$ cat src/rtl/uart_rx_sampler.sv
// 8N1 UART receiver: 2-flop sync, 16x oversampling, 3-sample majority per bit.
// Pulses fire combinationally on the deciding tick (start +10 ticks, byte/error +154); no backpressure.
module uart_rx_sampler #(
  parameter int TICK_DIV   = 26,
  parameter int OVERSAMPLE = 16
) (
  input  logic       clock,
  input  logic       reset,
  input  logic       rx_in,
  output logic [7:0] rx_byte,
  output logic       rx_start,
  output logic       rx_complete,
  output logic       rx_frame_err,
  output logic       rx_busy
);

  localparam int TW  = (TICK_DIV > 1) ? $clog2(TICK_DIV) : 1;
  localparam int MID = OVERSAMPLE / 2;

  typedef enum logic [2:0] {IDLE, START, DATA, STOP, BRK} state_t;

  state_t          state, state_nxt;
  logic            sync1, s, s_d;
  logic [TW-1:0]   tick_cnt;
  logic            tick, start_edge, decide, maj;
  logic            samp_a, samp_b;
  logic [3:0]      samp_cnt, bit_idx;
  logic [7:0]      shreg, byte_q;

  always_ff @(posedge clock or posedge reset) begin
    if (reset) begin
      sync1 <= 1'b0;
      s     <= 1'b0;
      s_d   <= 1'b0;
    end else begin
      sync1 <= rx_in;
      s     <= sync1;
      s_d   <= s;
    end
  end

  assign tick       = (tick_cnt == TW'(TICK_DIV - 1));
  assign start_edge = (state == IDLE) && s_d && !s;
  // Third sample is the live synchronizer output on the deciding tick.
  assign decide     = tick && (samp_cnt == 4'(MID + 1));
  assign maj        = (samp_a & samp_b) | (samp_a & s) | (samp_b & s);

  always_ff @(posedge clock or posedge reset) begin
    if (reset) begin
      tick_cnt <= '0;
    end else if (start_edge || tick) begin
      tick_cnt <= '0;
    end else begin
      tick_cnt <= tick_cnt + TW'(1);
    end
  end

  always_ff @(posedge clock or posedge reset) begin
    if (reset) begin
      samp_cnt <= 4'd0;
      bit_idx  <= 4'd0;
    end else if (state == IDLE) begin
      samp_cnt <= 4'd0;
      bit_idx  <= 4'd0;
    end else if (tick) begin
      if (samp_cnt == 4'(OVERSAMPLE - 1)) begin
        samp_cnt <= 4'd0;
        bit_idx  <= bit_idx + 4'd1;
      end else begin
        samp_cnt <= samp_cnt + 4'd1;
      end
    end
  end

  always_ff @(posedge clock or posedge reset) begin
    if (reset) begin
      samp_a <= 1'b0;
      samp_b <= 1'b0;
    end else if (tick) begin
      if (samp_cnt == 4'(MID - 1)) samp_a <= s;
      if (samp_cnt == 4'(MID))     samp_b <= s;
    end
  end

  // LSB arrives first, so shifting right leaves data bit k-1 at position k-1.
  always_ff @(posedge clock or posedge reset) begin
    if (reset) begin
      shreg <= 8'h00;
    end else if (state == DATA && decide) begin
      shreg <= {maj, shreg[7:1]};
    end
  end

  always_ff @(posedge clock or posedge reset) begin
    if (reset) begin
      byte_q <= 8'h00;
    end else if (rx_complete) begin
      byte_q <= shreg;
    end
  end

  always_ff @(posedge clock or posedge reset) begin
    if (reset) state <= IDLE;
    else       state <= state_nxt;
  end

  always_comb begin
    state_nxt    = state;
    rx_start     = 1'b0;
    rx_complete  = 1'b0;
    rx_frame_err = 1'b0;
    case (state)
      IDLE:  if (start_edge) state_nxt = START;
      START: begin
        if (decide) begin
          if (maj) begin
            state_nxt = IDLE;
          end else begin
            rx_start  = 1'b1;
            state_nxt = DATA;
          end
        end
      end
      DATA:  if (decide && bit_idx == 4'd8) state_nxt = STOP;
      STOP: begin
        if (decide) begin
          if (maj) begin
            rx_complete = 1'b1;
            state_nxt   = IDLE;
          end else begin
            rx_frame_err = 1'b1;
            state_nxt    = BRK;
          end
        end
      end
      // Stay here until the line releases so a held break yields one error only.
      BRK:   if (s) state_nxt = IDLE;
      default: state_nxt = IDLE;
    endcase
  end

  assign rx_byte = rx_complete ? shreg : byte_q;
  assign rx_busy = (state != IDLE);

endmodule

$ cat config.mk
export PLATFORM = sky130hd
export DESIGN_NAME = uart_rx_sampler
export DESIGN_NICKNAME = d
export VERILOG_FILES = /design/src/rtl/uart_rx_sampler.sv
export SDC_FILE = /design/constraint.sdc
export NUM_CORES = 1
export LEC_CHECK = 0
export BUFFER_PORTS_ARGS = -buffer_cell sky130_fd_sc_hd__buf_2
export CORE_MARGIN = 2
export CORE_UTILIZATION = 40
export CTS_CLUSTER_SIZE = 16
export DETAILED_ROUTE_END_ITERATION = 8
export PLACE_DENSITY = 0.62
export SYNTH_ARGS = -nofsm -noshare
export SYNTH_HDL_FRONTEND = slang
export SYNTH_SLANG_ARGS = --single-unit
export TNS_END_PERCENT = 5
$ cat constraint.sdc
create_clock -name clock -period 1.7 [get_ports clock]
set_input_delay 0.085 -clock clock [delete_from_list [all_inputs] [get_ports clock]]
set_output_delay 0.085 -clock clock [all_outputs]
set_load 0.02 [all_outputs]
=== Yosys cells after proc, flatten, opt, wreduce, memory -nomap -nowiden ===
Index checks and enable logic that the tools add are counted.

* Register bits after elaboration: 37
* Input bits: 3
* Logic and storage cells: 72

* Eq/ne operators: 15
* Bitwise logic cells: 5
* Reduce and logical (&&, ||, !) cells: 15
* Multiplexer cells: 23
* Add/subtract/negate cells: 3

{| class="wikitable"
|+ Operator list
! kind !! count
|-
| two-way mux 4 bit || 6
|-
| two-way mux 3 bit || 6
|-
| equality test 4 bit, second input constant || 4
|-
| case mux 3 bit (5 select lines) || 1
|-
| adder 4 x 1 -> 4 bit, second input constant || 2
|-
| two-way mux 8 bit || 1
|-
| != test 2 bit, second input constant || 4
|-
| two-way mux 1 bit || 7
|-
| equality test 3 x 2 -> 1 bit, second input constant || 2
|-
| AND reduction 2 bit || 3
|-
| adder 5 x 1 -> 5 bit, second input constant || 1
|-
| equality test 5 bit, second input constant || 1
|-
| logical AND 1 bit || 5
|-
| two-way mux 5 bit || 1
|-
| AND reduction 5 bit || 1
|-
| equality test 4 x 3 -> 1 bit, second input constant || 1
|-
| nonzero test 2 bit || 2
|-
| bitwise AND 1 bit || 3
|-
| equality test 3 x 1 -> 1 bit, second input constant || 1
|-
| equality test 3 bit, second input constant || 1
|-
| zero test 3 bit || 1
|-
| nonzero test 3 bit || 1
|-
| two-way mux 2 bit || 1
|-
| != test 2 x 1 -> 1 bit, second input constant || 1
|-
| 3 further kinds || 4
|}

=== Depth between registers and ports, before layout ===
Gate-level depths: netlist of run 1.

* Word-level depth: 7
* Depth in mapped cells: 7
* Depth with buffers taken out: 6

=== Worst setup path before layout of run 1 ===
OpenSTA, ideal clock, no wires.

* Path type: flip-flop to flip-flop
* Start: register tick_cnt[1]
* End: register byte_q[0]
* Slack: -0.364 ns
* Required time: 1.553 ns
* Cell stages (with the launch flop): 6
* Buffers on the path: 0
* Arrival time: 1.917 ns
* Cell sequence: dfrtp_1 -> inv_1 -> ha_1 -> nand4b_4 -> nor4_4 -> mux2_2

* Longest elaborated chain between the ends: 5

{| class="wikitable"
|+ RTL lines
! what !! RTL line !! text
|-
| start: declaration || 24 || <nowiki>logic [TW-1:0] tick_cnt;</nowiki>
|-
| start signal: assignment || 54 || <nowiki>tick_cnt <= tick_cnt + TW'(1);</nowiki>
|-
| equality test 5 bit || 42 || <nowiki>assign tick = (tick_cnt == TW'(TICK_DIV - 1));</nowiki>
|-
| logical AND 1 bit || 45 || <nowiki>assign decide = tick && (samp_cnt == 4'(MID + 1));</nowiki>
|-
| two-way mux 1 bit || 126 || <nowiki>if (decide) begin</nowiki>
|-
| two-way mux 1 bit || 112 || <nowiki>case (state)</nowiki>
|-
| named net rx_complete || 12 || <nowiki>output logic rx_complete,</nowiki>
|-
| two-way mux 8 bit || - ||
|-
| named net rx_byte[0] || 10 || <nowiki>output logic [7:0] rx_byte,</nowiki>
|-
| end signal: assignment || 98 || <nowiki>byte_q <= shreg;</nowiki>
|-
| end: declaration || 28 || <nowiki>logic [7:0] shreg, byte_q;</nowiki>
|}

The timed path passes the listed nets, and every way through them passes these cells.
A chain may end at the register's enable or synchronous reset.

=== Final worst setup path of run 1 ===
* Start: register samp_cnt[1]
* End: output port rx_byte[2]

* Longest elaborated chain between the ends: 5

{| class="wikitable"
|+ RTL lines
! what !! RTL line !! text
|-
| start: declaration || 27 || <nowiki>logic [3:0] samp_cnt, bit_idx;</nowiki>
|-
| start signal: assignment || 70 || <nowiki>samp_cnt <= samp_cnt + 4'd1;</nowiki>
|-
| equality test 4 bit || 45 ||
|-
| logical AND 1 bit || 45 ||
|-
| two-way mux 1 bit || 126 ||
|-
| two-way mux 1 bit || 112 ||
|-
| two-way mux 8 bit || - ||
|-
| end: declaration || 10 ||
|}

No other way between the ends.

==> results of run 1 <==
flip-flops by register name, indices dropped and copies added, names as in the netlist:
name,cells
s,1
state,3
bit_idx,4
sync1,1
tick_cnt,5
s_d,1
byte_q,8
samp_b,1
samp_a,1
samp_cnt,4
shreg,8
cells by family after synthesis:
group	count (synthesis)
flip-flops	37
AO/OA/AOI/OAI	12
buffers and inverters	13
multiplexers	18
XOR/XNOR	6
AND/OR/NAND/NOR	50
adder cells (fa/ha/maj)	8
layout by cell type (no fill, tap or decap), types with 2 or more instances in the layout:
cell type,count
a21oi_1,4
nor2_1,15
nand3_1,6
buf_6,11
o21ai_0,5
xnor2_1,4
ha_1,5
ha_4,2
buf_4,27
dfrtp_1,37
mux2_4,8
dlygate4sd3_1,2
inv_1,9
mux2_2,10
nor3_1,3
nand2b_1,2
nor3_2,4
clkbuf_8,6
inv_2,2
nand2_1,7
xor2_1,2
nor4_4,2
buf_2,3
per-layer routing:
metal / vias up / global-route usage / wire, um
met2: 27 / 0.274 / 1770
met1: 610 / 0.191 / 1500
li1: 585 / - / -
met5: - / 0 / 0
met3: 6 / 0.0378 / 117
met4: 0 / 0.0523 / 48
power breakdown:
group / internal (mW) / switching, mW
registers: 0.974 / 0.109
logic: 0.324 / 0.277
clock network: 0.477 / 0.312
total: 1.77 / 0.698
area by class of cell:
class | instances | area, um^2
tap | 50 | 62.6
sequential | 37 | 926
fill | 324 | 1720
clock inverter | 2 | 37.5
timing repair buffer | 43 | 362
inverter | 11 | 41.3
multi-input combinational | 94 | 828
clock buffer | 6 | 82.6
worst paths after layout:
kind | start | to | slack (ps) | cells after the start
worst max register to register | samp_cnt[1] | byte_q[1] | -80 | 7
max in group asynchronous | reset | byte_q[1] | 930 | 4
worst min register to register | sync1 | s | 350 | 0
worst max-delay path | samp_cnt[1] | rx_byte[2] | -360 | 7
min in group asynchronous | reset | s_d | 440 | 4
worst min-delay path | sync1 | s | 350 | 0
timing repair:
action,in CTS,in global routing
endpoints found under the setup margin,29,33
hold endpoints to repair,38,0
gates resized for setup,36,10
pin swaps,1,5
hold buffers,2,0
buffers inserted,3,4
worst max-delay path: cells and delay by family (launching register included):
family	cells	cell delay (ps)
buf+inv	3	420
flops	1	390
fa+ha+maj	1	140
mux	1	310
simple gates	2	410
through the flow:
stage / hold slack (ps) / instance area, um^2
2_1_floorplan: 116 / 1700
6_report: 350 / 2340
4_1_cts: 352 / 2270
5_1_grt: 371 / 2340
3_3_place_gp: 195 / 1980
3_5_place_dp: 198 / 1980
==> flow_summary.ini, run 1 <==
[outcome]
status = finished, violations left
violations = negative setup slack

[synth]
synth_warnings = 0
synth-edff-count = 0
avgSynthCellArea_um2 = 11.8
synth_area_um2 = 1700
synthMuxAreaShare = 0.119
synth_top_family_by_area = simple AND/OR/NAND/NOR gates
synth.most_common_cell = dfrtp_1
synth_xor_area_frac = 0.0309
synth_top_area_share = 0.545
ys_ff_latch = 37
synthSimpleGateAreaFrac = 0.181
syn-instance-count = 144
synthAdderAreaFrac = 0.0574
synth_common_cells = dfrtp_1 (37), mux2_2 (18), nor2_1 (15)
async_reset_ff_frac = 1.00
synth_cell_types = 28
syn_nets = 154
ys_seq_area_frac = 0.545
synth_area_leaders = dfrtp_1 (54%), mux2_2 (12%), ha_1 (5.2%)
synth_top_area_cell = dfrtp_1
synthFlopType = dfrtp_1
synth_compound_area_frac = 0.0383

[cts]
clock_sinks = 37
cts_buffers = 5
h-tree-depth = 2
insertion_delay_ps = 290
clk_pin_slew_ps = 70
cts-root-buf = clkbuf_8
tritoncts = done
clock_path_buffers = 2

[placed_design]
place_inst = 226
place_congestion = 0.820
pre_cts_slack_ps = -149
port_buffers = 14
hpwl_um = 2360

[routing]
wl_per_cell_um = 14.1
drc = 0
drt-initial-drc-count = 11
routed_via_density = 5.05
vias = 1228
antenna_left = 0
drt_pass1_iterations = 4
wl_um = 3430

[global_routing]
grt_max_degree = 38
grt_overflow_total = 0
grt.total_usage = 0.157
first_global_vias = 1269
grt_pass1_wl_um = 6000
antenna_found_initial = 0

[layout]
diodes = 0
stdcell_count = 243
drive_gt1_frac = 0.446
utilization = 0.577
nNetsFinal = 202
area_growth_pct = 37.6

[setup_path]
crit_chain = inv_2 -> ha_4 -> nand3b_4 -> nor4_4 -> buf_4 -> mux2_4 -> buf_6
criticalPathCategory = reg -> out
start_kind = flop
slowest_delay_ps = 390
slowest_stage = dfrtp_1
endpoint_kind = output port
worstPathArrival_ps = 1970
worst-endpoint-required_ps = 1620
cp_max_fo = 3

[floorplan]
die_h_um = 69.2
dieArea_um2 = 4790
die_w_um = 69.2
io_pins = 15
row_count = 23
start_util = 0.419
core_area_um2 = 4060

[timing]
fin_skew_ps = 8.44
setup_tns_ps = -3460
slew-limit-headroom = 0.699
finalSetupViolations = 21
rsz0062_at_grt = true
drv_slew = 0
fmax_mhz = 486
fin_crit_sh = 1.21
period_needed_ps = 2060
tightest_slew_ps = 452
fin_ws_ps = -357
hold_violations = 0

[flow_run]
maxCapViolCount = 0

[hold_path]
min_path_type = reg -> reg

[pwr]
fin_total_pwr_mw = 2.47
powerDensity_nw_per_um2 = 1060
ir_drop_mv = 0.640
leakage_nw = 1.15
Power figures use the tool's default switching activity.
==> run 2, diff against run 1 <==
--- a/config.mk
+++ b/config.mk
@@ -11,6 +11,7 @@
 export CTS_CLUSTER_SIZE = 16
 export DETAILED_ROUTE_END_ITERATION = 8
 export PLACE_DENSITY = 0.62
+export SETUP_SLACK_MARGIN = 0.4
 export SYNTH_ARGS = -nofsm -noshare
 export SYNTH_HDL_FRONTEND = slang
 export SYNTH_SLANG_ARGS = --single-unit
==> constraint.sdc (replaced) <==
create_clock -name clock -period 1.87 [get_ports clock]
set_input_delay 0.0935 -clock clock [delete_from_list [all_inputs] [get_ports clock]]
set_output_delay 0.0935 -clock clock [all_outputs]
set_load 0.02 [all_outputs]
==> flow_summary.ini, run 2 (synthesized netlist as in run 1, its figures left out) <==
[cts]
h-tree-depth = 2
insertion_delay_ps = 290
clock_sinks = 37
clk_pin_slew_ps = 70
cts_buffers = 5
cts-root-buf = clkbuf_8
tritoncts = done
clock_path_buffers = 2

[setup_path]
r2r_cells = 7
crit_start = samp_cnt[1]
worst-endpoint-required_ps = 1780
worstPathArrival_ps = 1990
start_kind = flop
endpoint_kind = output port
criticalPathCategory = reg -> out
reg2reg_from = samp_cnt[1]
cp_max_fo = 4

[routing]
wl_per_cell_um = 15.2
drt-initial-drc-count = 53
wl_um = 3590
drc = 0
vias = 1187
routed_via_density = 5.03
drt_pass1_iterations = 4
antenna_left = 0

[global_routing]
grt.total_usage = 0.164
grt_overflow_total = 0
met1_usage = 0.198
grt_max_degree = 38
first_global_vias = 1312
grt_pass1_wl_um = 6230
grt_util_met3 = 0.0509
met2_usage = 0.280
antenna_found_initial = 0
busiest_layer = met2

[outcome]
violations = negative setup slack
status = finished, violations left

[pwr]
seq_power_share = 0.444
powerDensity_nw_per_um2 = 950
share_comb_of_total_power = 0.238
p_clk_frac = 0.318
switchingPower_mw = 0.643
ir_drop_mv = 0.531
fin_total_pwr_mw = 2.24
p_int_mw = 1.60
switching_share = 0.287
leakage_nw = 1.14

[layout]
largestRegisters = byte_q: 8 flops, shreg: 8 flops, tick_cnt: 5 flops
nNetsFinal = 195
utilization = 0.580
area_growth_pct = 38.5
final_cell_mix = dfrtp_1 (35), buf_4 (18), nor2_1 (12), buf_6 (12), mux2_4 (10)
diodes = 0
mostFrequentLayoutCell = dfrtp_1
stdcell_count = 236
drive_gt1_frac = 0.457

[timing]
period_needed_ps = 2080
fin_skew_ps = 6.98
finalSetupViolations = 8
drv_slew = 0
fmax_mhz = 481
rsz0062_at_grt = true
slew-limit-headroom = 0.698
fin_ws_ps = -210
fin_crit_sh = 1.11
hold_violations = 0
tightest_slew_ps = 454

[placed_design]
place_inst = 219
hpwl_um = 2330
place_congestion = 0.765
port_buffers = 14

[floorplan]
io_pins = 15
die_w_um = 69.2
core_area_um2 = 4060
start_util = 0.419
row_count = 23
dieArea_um2 = 4790
die_h_um = 69.2

[hold_path]
min_path_type = reg -> reg
whs_path_depth = 0
timing.hold.worst.start = sync1

[flow_run]
maxCapViolCount = 0
run 2: cell count changes in the layout (fill, tap and decap cells not counted), moves of 2 or more:
cell     change
mux2_2       -2
mux2_4       +2
nor2_4       +3
nor2_1       -3
nor3_2       -2
dfrtp_2      +2
buf_4        -9
dfrtp_1      -2
nor3_4       +2
run 2: worst paths after layout:
kind / to / slack [ps]
min: s / 350
min reg2reg: s / 350
max: rx_byte[4] / -210
max reg2reg: byte_q[1] / 80
min in group asynchronous: tick_cnt[3] / 450
max in group asynchronous: state[1] / 1060
run 2: layer usage:
layer / vias up / wire [um]
met5: - / 0
met4: 0 / 28
met3: 3 / 143
met2: 19 / 1870
met1: 601 / 1550
li1: 564 / -
run 2: per-stage QoR:
step	setup slack, ps	TNS [ps]	hold slack, ps	area (um^2)
after floorplan	-139	-1800	125	1700
after CTS	-225	-1710	362	2290
after global routing	-298	-2540	371	2350
final	-210	-1600	355	2350
after detailed placement	-9.14	-9.14	204	1920
after global placement	54.3	0	204	1920
run 2: what timing repair did:
item,4_1_cts,5_1_grt
hold endpoints to repair,38,0
resized for setup,54,13
gates cloned,1,0
buffers inserted,4,2
setup endpoints to repair,41,43
pin swaps,5,9
hold buffers,2,0
run 2: critical path: stages (launching register included):
cell      delay [ps]
dfrtp_1          400
inv_2             80
ha_4             140
nand3b_4         100
nor4_4           330
buf_4            210
mux2_4           310
buf_6            130
run 2: area by class of cell:
class / instances / area [um^2]
fill: 347 / 1700
sequential: 37 / 928
multi-input combinational: 94 / 877
timing repair buffer: 36 / 325
clock buffer: 6 / 82.6
tap: 50 / 62.6
inverter: 11 / 41.3
clock inverter: 2 / 37.5
run 2: power by group through the flow:
stage	Clock, mW	Sequential, mW	Combinational (mW)
floorplan	0	0.984	0.281
global placement	0	0.986	0.380
detailed placement	0	0.990	0.402
CTS	0.728	0.985	0.479
global route	0.775	1.01	0.592
finish	0.711	0.994	0.533
